==> config.mk <==
export PLATFORM = sky130hd
export DESIGN_NAME = ex_flag_stage_flat
export DESIGN_NICKNAME = d
export VERILOG_FILES = /design/src/rtl/wisc_pkg.sv /design/src/rtl/ex_flag_stage_if.sv /design/src/rtl/branch_cond_eval.sv /design/src/rtl/ex_flag_stage.sv /design/src/flat_wrapper.sv
export SDC_FILE = /design/constraint.sdc
export NUM_CORES = 1
export LEC_CHECK = 0
export ABC_AREA = 1
export BUFFER_PORTS_ARGS = -buffer_cell sky130_fd_sc_hd__buf_2
export CORE_UTILIZATION = 45
export CTS_CLUSTER_DIAMETER = 30
export CTS_CLUSTER_SIZE = 25
export DETAILED_ROUTE_END_ITERATION = 16
export GPL_TIMING_DRIVEN = 1
export HOLD_SLACK_MARGIN = 0.12
export PLACE_DENSITY = 0.78
export SLEW_MARGIN = 20
export SYNTH_ARGS = -nofsm -noshare
export SYNTH_HDL_FRONTEND = slang
export SYNTH_HIERARCHICAL = 1
export SYNTH_SLANG_ARGS = --single-unit
==> constraint.sdc <==
create_clock -name clk -period 1.35 [get_ports clk]
set_input_delay 0.135 -clock clk [delete_from_list [all_inputs] [get_ports clk]]
set_output_delay 0.135 -clock clk [all_outputs]
set_load 0.01 [all_outputs]
==> src/rtl/wisc_pkg.sv <==
// wisc_pkg: shared opcode/condition-code enums and flag bit positions
package wisc_pkg;
  typedef enum logic [3:0] {
    OP_ADD, OP_SUB, OP_XOR, OP_RED, OP_SLL, OP_SRA, OP_ROR, OP_PADDSB,
    OP_LW, OP_SW, OP_LHB, OP_LLB, OP_B, OP_BR, OP_PCS, OP_HLT
  } opcode_t;
  typedef enum logic [2:0] {
    CC_NE, CC_EQ, CC_GT, CC_LT, CC_GE, CC_LE, CC_OV, CC_UN
  } ccc_t;
  localparam int FLAG_Z = 2;
  localparam int FLAG_V = 1;
  localparam int FLAG_N = 0;
  function automatic logic sets_zvn(opcode_t op);
    return op == OP_ADD || op == OP_SUB;
  endfunction
  function automatic logic sets_z(opcode_t op);
    return sets_zvn(op) || op == OP_XOR || op == OP_SLL || op == OP_SRA || op == OP_ROR;
  endfunction
endpackage

==> src/rtl/ex_flag_stage_if.sv <==
// ex_flag_stage_if: EX-stage inputs, stage control, branch query and EX/MEM outputs
interface ex_flag_stage_if #(parameter int DW = 16);
  logic          ex_valid_i;
  logic [3:0]    ex_opcode_i;
  logic [DW-1:0] ex_sum_i;
  logic          ex_ovfl_i;
  logic [3:0]    ex_dst_i;
  logic          ex_wr_en_i;
  logic          stall_i;
  logic          flush_i;
  logic [2:0]    br_cond_i;
  logic          cond_met_o;
  logic [2:0]    flags_o;
  logic          mem_valid_o;
  logic [DW-1:0] mem_result_o;
  logic [3:0]    mem_opcode_o;
  logic [3:0]    mem_dst_o;
  logic          mem_wr_en_o;
  modport master (
    output ex_valid_i, ex_opcode_i, ex_sum_i, ex_ovfl_i, ex_dst_i, ex_wr_en_i, stall_i, flush_i, br_cond_i,
    input  cond_met_o, flags_o, mem_valid_o, mem_result_o, mem_opcode_o, mem_dst_o, mem_wr_en_o
  );
  modport slave (
    input  ex_valid_i, ex_opcode_i, ex_sum_i, ex_ovfl_i, ex_dst_i, ex_wr_en_i, stall_i, flush_i, br_cond_i,
    output cond_met_o, flags_o, mem_valid_o, mem_result_o, mem_opcode_o, mem_dst_o, mem_wr_en_o
  );
endinterface

==> src/rtl/branch_cond_eval.sv <==
// branch_cond_eval: evaluates a 3-bit condition code against {Z,V,N}
module branch_cond_eval
  import wisc_pkg::*;
(
  input  logic [2:0] flags,
  input  logic [2:0] ccc,
  output logic       met
);
  logic z, v, n;
  logic [7:0] tbl;
  assign z = flags[FLAG_Z];
  assign v = flags[FLAG_V];
  assign n = flags[FLAG_N];
  // indexed by ccc: UN, OV, LE, GE, LT, GT, EQ, NE
  assign tbl = {1'b1, v, n | z, z | ~n, n, ~z & ~n, z, ~z};
  assign met = tbl[ccc];
endmodule

==> src/rtl/ex_flag_stage.sv <==
// ex_flag_stage: flag register update, branch condition evaluation and EX/MEM pipeline register
module ex_flag_stage
  import wisc_pkg::*;
#(
  parameter bit FLAG_BYPASS = 1'b1,
  parameter int DW = 16
) (
  input logic            clk,
  input logic            rst_n,
  ex_flag_stage_if.slave bus
);
  logic [DW-1:0] sum;
  logic [2:0]    flags, flags_nxt;
  logic          advance, upd_z, upd_vn;
  opcode_t       op;
  logic          mem_valid, mem_wr_en;
  logic [DW-1:0] mem_result;
  logic [3:0]    mem_opcode, mem_dst;
  assign sum     = bus.ex_sum_i;
  assign op      = opcode_t'(bus.ex_opcode_i);
  assign advance = bus.ex_valid_i & ~bus.stall_i & ~bus.flush_i;
  assign upd_z   = advance & sets_z(op);
  assign upd_vn  = advance & sets_zvn(op);
  always_comb begin
    flags_nxt         = flags;
    flags_nxt[FLAG_Z] = upd_z ? (sum == '0) : flags[FLAG_Z];
    flags_nxt[FLAG_V] = upd_vn ? bus.ex_ovfl_i : flags[FLAG_V];
    flags_nxt[FLAG_N] = upd_vn ? sum[DW-1] : flags[FLAG_N];
  end
  always_ff @(posedge clk or negedge rst_n)
    if (!rst_n) flags <= 3'b000;
    else flags <= flags_nxt;
  // a flush overrides a stall and drops a bubble into MEM; payload is held on bubbles
  always_ff @(posedge clk or negedge rst_n)
    if (!rst_n) begin
      mem_valid  <= 1'b0;
      mem_wr_en  <= 1'b0;
      mem_result <= '0;
      mem_opcode <= '0;
      mem_dst    <= '0;
    end else if (bus.flush_i || !bus.stall_i) begin
      mem_valid <= advance;
      mem_wr_en <= advance & bus.ex_wr_en_i;
      if (advance) begin
        mem_result <= sum;
        mem_opcode <= bus.ex_opcode_i;
        mem_dst    <= bus.ex_dst_i;
      end
    end
  branch_cond_eval u_cond (
    .flags(FLAG_BYPASS ? flags_nxt : flags),
    .ccc  (bus.br_cond_i),
    .met  (bus.cond_met_o)
  );
  assign bus.flags_o      = flags;
  assign bus.mem_valid_o  = mem_valid;
  assign bus.mem_wr_en_o  = mem_wr_en;
  assign bus.mem_result_o = mem_result;
  assign bus.mem_opcode_o = mem_opcode;
  assign bus.mem_dst_o    = mem_dst;
endmodule

==> src/flat_wrapper.sv <==
// flat-port wrapper written by rule: the top's interface ports become plain ports
module ex_flag_stage_flat import wisc_pkg::*;
#(
  parameter bit FLAG_BYPASS = 1'b1,
  parameter int DW = 16
)
  (clk, rst_n, bus_ex_valid_i, bus_ex_opcode_i, bus_ex_sum_i, bus_ex_ovfl_i, bus_ex_dst_i, bus_ex_wr_en_i, bus_stall_i, bus_flush_i, bus_br_cond_i, bus_cond_met_o, bus_flags_o, bus_mem_valid_o, bus_mem_result_o, bus_mem_opcode_o, bus_mem_dst_o, bus_mem_wr_en_o);
  ex_flag_stage_if #(.DW(DW)) bus_i ();
  input logic clk;
  input logic rst_n;
  input wire logic [$bits(bus_i.ex_valid_i)-1:0] bus_ex_valid_i;
  input wire logic [$bits(bus_i.ex_opcode_i)-1:0] bus_ex_opcode_i;
  input wire logic [$bits(bus_i.ex_sum_i)-1:0] bus_ex_sum_i;
  input wire logic [$bits(bus_i.ex_ovfl_i)-1:0] bus_ex_ovfl_i;
  input wire logic [$bits(bus_i.ex_dst_i)-1:0] bus_ex_dst_i;
  input wire logic [$bits(bus_i.ex_wr_en_i)-1:0] bus_ex_wr_en_i;
  input wire logic [$bits(bus_i.stall_i)-1:0] bus_stall_i;
  input wire logic [$bits(bus_i.flush_i)-1:0] bus_flush_i;
  input wire logic [$bits(bus_i.br_cond_i)-1:0] bus_br_cond_i;
  output wire logic [$bits(bus_i.cond_met_o)-1:0] bus_cond_met_o;
  output wire logic [$bits(bus_i.flags_o)-1:0] bus_flags_o;
  output wire logic [$bits(bus_i.mem_valid_o)-1:0] bus_mem_valid_o;
  output wire logic [$bits(bus_i.mem_result_o)-1:0] bus_mem_result_o;
  output wire logic [$bits(bus_i.mem_opcode_o)-1:0] bus_mem_opcode_o;
  output wire logic [$bits(bus_i.mem_dst_o)-1:0] bus_mem_dst_o;
  output wire logic [$bits(bus_i.mem_wr_en_o)-1:0] bus_mem_wr_en_o;
  assign bus_i.ex_valid_i = bus_ex_valid_i;
  assign bus_i.ex_opcode_i = bus_ex_opcode_i;
  assign bus_i.ex_sum_i = bus_ex_sum_i;
  assign bus_i.ex_ovfl_i = bus_ex_ovfl_i;
  assign bus_i.ex_dst_i = bus_ex_dst_i;
  assign bus_i.ex_wr_en_i = bus_ex_wr_en_i;
  assign bus_i.stall_i = bus_stall_i;
  assign bus_i.flush_i = bus_flush_i;
  assign bus_i.br_cond_i = bus_br_cond_i;
  assign bus_cond_met_o = bus_i.cond_met_o;
  assign bus_flags_o = bus_i.flags_o;
  assign bus_mem_valid_o = bus_i.mem_valid_o;
  assign bus_mem_result_o = bus_i.mem_result_o;
  assign bus_mem_opcode_o = bus_i.mem_opcode_o;
  assign bus_mem_dst_o = bus_i.mem_dst_o;
  assign bus_mem_wr_en_o = bus_i.mem_wr_en_o;
  ex_flag_stage #(.FLAG_BYPASS(FLAG_BYPASS), .DW(DW)) u_core (.clk(clk), .rst_n(rst_n), .bus(bus_i));
endmodule
# Yosys cells after proc, flatten, opt, wreduce, memory -nomap -nowiden
# Cells that the tools add are included.
dict set report word_totals {
  wordCells 39
  register_bits 29
  inputBits 34
}
dict set report op_classes {
  n_eq_ne 5
  reduce_logical 10
  bitwise_logic 12
  mux 5
  n_lt_le_gt_ge 1
}
# op n
set ops {}
lappend ops {{$logic_not 16->1} 1}
lappend ops {{$eq 4x3->1 const B} 3}
lappend ops {{$and 1x1->1} 6}
lappend ops {{$logic_or 1x1->1} 6}
lappend ops {{$eq 4x1->1 const B} 1}
lappend ops {{$eq 4x2->1 const B} 1}
lappend ops {{$logic_not 4->1} 1}
lappend ops {{$lt 3x4->1 const B} 1}
lappend ops {{$mux 1} 4}
lappend ops {{$not 1->1} 4}
lappend ops {{$bmux 1 s3} 1}
lappend ops {{$or 1x1->1} 2}
lappend ops {{$reduce_and 2->1} 1}
lappend ops {{$logic_not 1->1} 1}

# Logic depth before layout (Yosys ltp)
dict set report depth {
  depth_word 12
  ltp_mapped 10
  mapped_depth_nobuf 10
}

# Modules after synthesis
# Netlist, hierarchy kept.
# module instances cells_each area_per_inst_um2
set by_module_without_submodules {}
lappend by_module_without_submodules {ex_flag_stage 1 144 1241.2}
lappend by_module_without_submodules {branch_cond_eval 1 18 75.1}

# Least setup slack after synthesis
# No wires, ideal clock.
dict set report synth_timing {
  kind {in2out}
  startpoint {input bus_flush_i}
  endpoint {output bus_cond_met_o}
  path_slack_ns 0.160
  arrival_ns 1.055
  cell_stages 9
  path_buffers 0
  path_cell_list {nor2_4 > nand4_1 > o21ai_1 > inv_1 > nand2_1 > nand2_1 > nand2_1 > nand3_1 > nand2_1}
}
dict set report synth_between {
  elab_chain_cells 8
}
# element line
set synth_lines {}
lappend synth_lines {{start, declared} flat_wrapper.sv:18} ;# input wire logic [$bits(bus_i.flush_i)-1:0] bus_flush_i;
lappend synth_lines {{$not 1->1 (*)} ex_flag_stage.sv:21} ;# assign advance = bus.ex_valid_i & ~bus.stall_i & ~bus.flush_i;
lappend synth_lines {{$and 1x1->1 (*)} ex_flag_stage.sv:21}
lappend synth_lines {{$and 1x1->1 (*)} ex_flag_stage.sv:23} ;# assign upd_vn = advance & sets_zvn(op);
lappend synth_lines {{$mux 1 (*)} ex_flag_stage.sv:28} ;# flags_nxt[FLAG_N] = upd_vn ? sum[DW-1] : flags[FLAG_N];
lappend synth_lines {{named net u_core.flags_nxt[0]} ex_flag_stage.sv:13} ;# logic [2:0] flags, flags_nxt;
lappend synth_lines {{$not 1->1} branch_cond_eval.sv:15} ;# assign tbl = {1'b1, v, n | z, z | ~n, n, ~z & ~n, z, ~z};
lappend synth_lines {{$and 1x1->1 / $or 1x1->1 (equally long branches)} branch_cond_eval.sv:15}
lappend synth_lines {{$bmux 1 s3 (*)} branch_cond_eval.sv:16} ;# assign met = tbl[ccc];
lappend synth_lines {{$mux 1 (not written as such) (*)} branch_cond_eval.sv:16}
lappend synth_lines {{end, declared} flat_wrapper.sv:20} ;# output wire logic [$bits(bus_i.cond_met_o)-1:0] bus_cond_met_o;
# The timed path passes the listed nets; every way through them passes the cells marked *. The select of a mux whose other input is x is not followed.

# Worst setup path in the final report
dict set report layout_timing {
  startpoint {register u_core.flags[0] (netlist: u_core/bus.flags_o[0])}
  endpoint {output bus_cond_met_o}
}
dict set report layout_between {
  elab_chain_cells 5
}
# element line
set layout_lines {}
lappend layout_lines {{start, declared} ex_flag_stage.sv:13}
lappend layout_lines {{start signal, assigned} ex_flag_stage.sv:32} ;# else flags <= flags_nxt;
lappend layout_lines {{$mux 1 (*)} ex_flag_stage.sv:28}
lappend layout_lines {{named net u_core.flags_nxt[0]} ex_flag_stage.sv:13}
lappend layout_lines {{$not 1->1} branch_cond_eval.sv:15}
lappend layout_lines {{$and 1x1->1 / $or 1x1->1 (equally long branches)} branch_cond_eval.sv:15}
lappend layout_lines {{$bmux 1 s3 (*)} branch_cond_eval.sv:16}
lappend layout_lines {{$mux 1 (not written as such) (*)} branch_cond_eval.sv:16}
# Marks and branches as above.

==> flow_metrics.tcl <==
set metrics [dict create \
    cp_common_cell "nand2_1" \
    yosys_warnings 6 \
    outcome "finished, violations left" \
    path_cells "nand2_1 -> o21ai_2 -> or2_1 -> nand3_2 -> nand2_1 -> nand2_1 -> buf_2" \
    htree_levels 2 \
    std_cell_rows 19 \
    rsz0062_at_grt "true" \
    leakagePower_nw 1.19 \
    synthTopCellsByArea "dfrtp_1 (55%), nand2_1 (18%), nand3_1 (11%)" \
    core_mm2 0.00276 \
    vias 1450 \
    antenna_found_initial 0 \
    ys_types 16 \
    critPathMaxStageDelay_ns 0.39 \
    yosys-top-cells-count "nand2_1 (63), dfrtp_1 (29), nand3_1 (29)" \
    synth_flop_cell "dfrtp_1" \
    synth_top_area_frac 0.551 \
    crit_slowest_cell "dfrtp_1" \
    finalSetupViolCount 1 \
    startpoint_type "flip-flop" \
    dp_slack_ns -0.0562 \
    ys_ff_latch 29 \
    async_flop_share 1.00 \
    grt_pass1_vias 1310 \
    synth_compound_area_frac 0.0266 \
    drv_slew 0 \
    synthAdderAreaFrac 0 \
    p_per_area_mw_per_mm2 1090 \
    syn_to_final_growth_pct 55.5 \
    synth_fp_nets 196 \
    start_util 0.477 \
    p_clk_frac 0.267 \
    timing.setup.tns_ns -0.180 \
    layout_min_cycle_time_ns 1.53 \
    violations "negative setup slack" \
    path_max_fanout 5 \
    fin_nets 297 \
    clk_pin_slew_worst_paths_ns 0.10 \
    wl_per_cell_um 12.5 \
    grt_max_degree 30 \
    drive_above_1_share 0.330 \
    slew_headroom 0.580 \
    cts_tree "built" \
    yosys.area_share.xor_xnor 0 \
    overflow 0 \
    combinationalPowerShare 0.259 \
    die_h_um 56.1 \
    yosys.area.top_type "dfrtp_1" \
    yosysMostFrequentCell "nand2_1" \
    port_buffers 63 \
    drt_pass1_iterations 4 \
    ys_seq_area_frac 0.551 \
    hold_viol_final 0 \
    fmax_mhz 654 \
    numClockSinks 29 \
    p_switching_mw 0.670 \
    drtIter0Drc 51 \
    synth_mux_area_frac 0 \
    cts_made_buffers 5 \
    hold_path_class "in -> reg" \
    synth_top_family_by_area "simple AND/OR/NAND/NOR gates" \
    crit_path_end_kind "output port" \
    synth_area_mm2 0.00132 \
    fin_ws_ns -0.180 \
    die-area_mm2 0.00315 \
    worstPathRequired_ns 1.22 \
    syn_inst 162 \
    path_class "reg -> out" \
    crit_arrival_ns 1.40 \
    p_int_mw 1.57 \
    p_sw_frac 0.299 \
    diodes 0 \
    hpwl_um 2210 \
    wl_um 3670 \
    boundaryPins 64 \
    p_seq_frac 0.473 \
    detail-route-antenna-nets 0 \
    synth_area_per_cell_um2 8.13 \
    via_per_inst 4.92 \
    synth_edf_count 0 \
    yosys.area_share.simple 0.356 \
    tightest_slew_ns 0.631 \
    die_x_um 56.1 \
    grt_pass1_wl_um 5950 \
    finalCritPeriodShare 1.13 \
    ir_drop_uv 1070 \
    place_congestion 0.747 \
    power_mw 2.24 \
    finalClockSkew_ns 0 \
    route.detailed.drc 0 \
    clock_path_buffers 2 \
    clockRootBuffer "clkbuf_4" \
    maxCapViolCount 0 \
    groute.usage.overall 0.248 \
    clkLatencyLatePin_ns 0.32 \
]
==> sequential cells by signal, summed over array words and instances, names as in the netlist <==
name                     flops
u_core/bus.mem_result_o     16
u_core/bus.mem_wr_en_o       1
u_core/bus.mem_dst_o         4
u_core/bus.mem_opcode_o      4
u_core/bus.mem_valid_o       1
u_core/bus.flags_o           3
==> power by group through the flow <==
stage	Clock (mW)	Combinational (mW)	Sequential (mW)
finish	0.599	0.581	1.06
global route	0.654	0.637	1.08
CTS	0.613	0.562	1.06
detailed placement	0	0.495	1.08
global placement	0	0.485	1.07
floorplan	0	0.179	1.14
==> critical path: cells and delay by family, from the launching register on <==
| kind | cells | cell delay, ns |
|---|---|---|
| simple gates | 5 | 0.49 |
| buf+inv | 1 | 0.12 |
| compound gates | 1 | 0.08 |
| flops | 1 | 0.39 |
==> area by class of cell <==
cell class / instances / area (µm²)
flip-flops and latches: 29 / 726
fillers: 220 / 711
repair buffers: 101 / 666
multi-input cells: 117 / 513
clock buffers: 7 / 65.1
well taps: 31 / 38.8
inverters: 9 / 33.8
clock inverters: 1 / 5.00
==> cells in the final DEF, fill, tap and decap left out, types with 2 or more instances in the layout <==
| master | n |
|---|---|
| buf_2 | 63 |
| buf_4 | 12 |
| clkbuf_4 | 5 |
| clkbuf_8 | 2 |
| dfrtp_1 | 29 |
| dlygate4sd3_1 | 26 |
| inv_1 | 9 |
| nand2_1 | 63 |
| nand3_1 | 28 |
| nor2_1 | 14 |
| o21ai_0 | 4 |
==> kinds of logic after synthesis <==
logic type             count (synthesis)
AOI/OAI and AO/OA                      7
buffers and inverters                 16
DFF                                   29
and+or+nand+nor                      110
==> path summary, 6_finish.rpt <==
| path | startpoint | end | slack, ns | cells after the start |
|---|---|---|---|---|
| min in group asynchronous | rst_n | u_core/bus.flags_o[2]$_DFF_PN0_ | 0.35 | 2 |
| min reg2reg | u_core/bus.mem_result_o[13]$_DFFE_PN0P_ | u_core/bus.mem_result_o[13]$_DFFE_PN0P_ | 0.47 | 2 |
| max in group asynchronous | rst_n | u_core/bus.mem_result_o[14]$_DFFE_PN0P_ | 0.58 | 2 |
| min | bus_ex_opcode_i[1] | u_core/bus.mem_opcode_o[1]$_DFFE_PN0P_ | 0.15 | 4 |
| max reg2reg | u_core/bus.flags_o[1]$_DFF_PN0_ | u_core/bus.flags_o[1]$_DFF_PN0_ | 0.16 | 3 |
| max | u_core/bus.flags_o[0]$_DFF_PN0_ | bus_cond_met_o | -0.18 | 7 |
==> per-layer routing <==
layer  vias to the layer above  global-route usage  routed length, µm
met1                       674               0.330               1570
met2                        55               0.388               1800
li1                        714                   -                  -
met3                         7              0.0814                249
met4                         0              0.0732                 59
met5                         -                   0                  0
==> repair_timing <==
item                                    in CTS  in global routing
pin swaps                                    0                  3
buffers inserted                             0                  3
hold buffers                                26                  0
endpoints found under the setup margin       1                  1
endpoints found under the hold margin       53                  0
resized for setup                            1                  1
==> per-stage QoR <==
step	hold slack, ns	utilization	cell area (µm²)	instances
3_5_place_dp	0.193	0.611	1690	258
6_report	0.151	0.742	2050	295
4_1_cts	0.122	0.732	2020	292
5_1_grt	0.159	0.742	2050	295
2_1_floorplan	-0.161	-	1320	162
3_3_place_gp	0.193	0.611	1690	258
(Power assumes the default switching activity.)
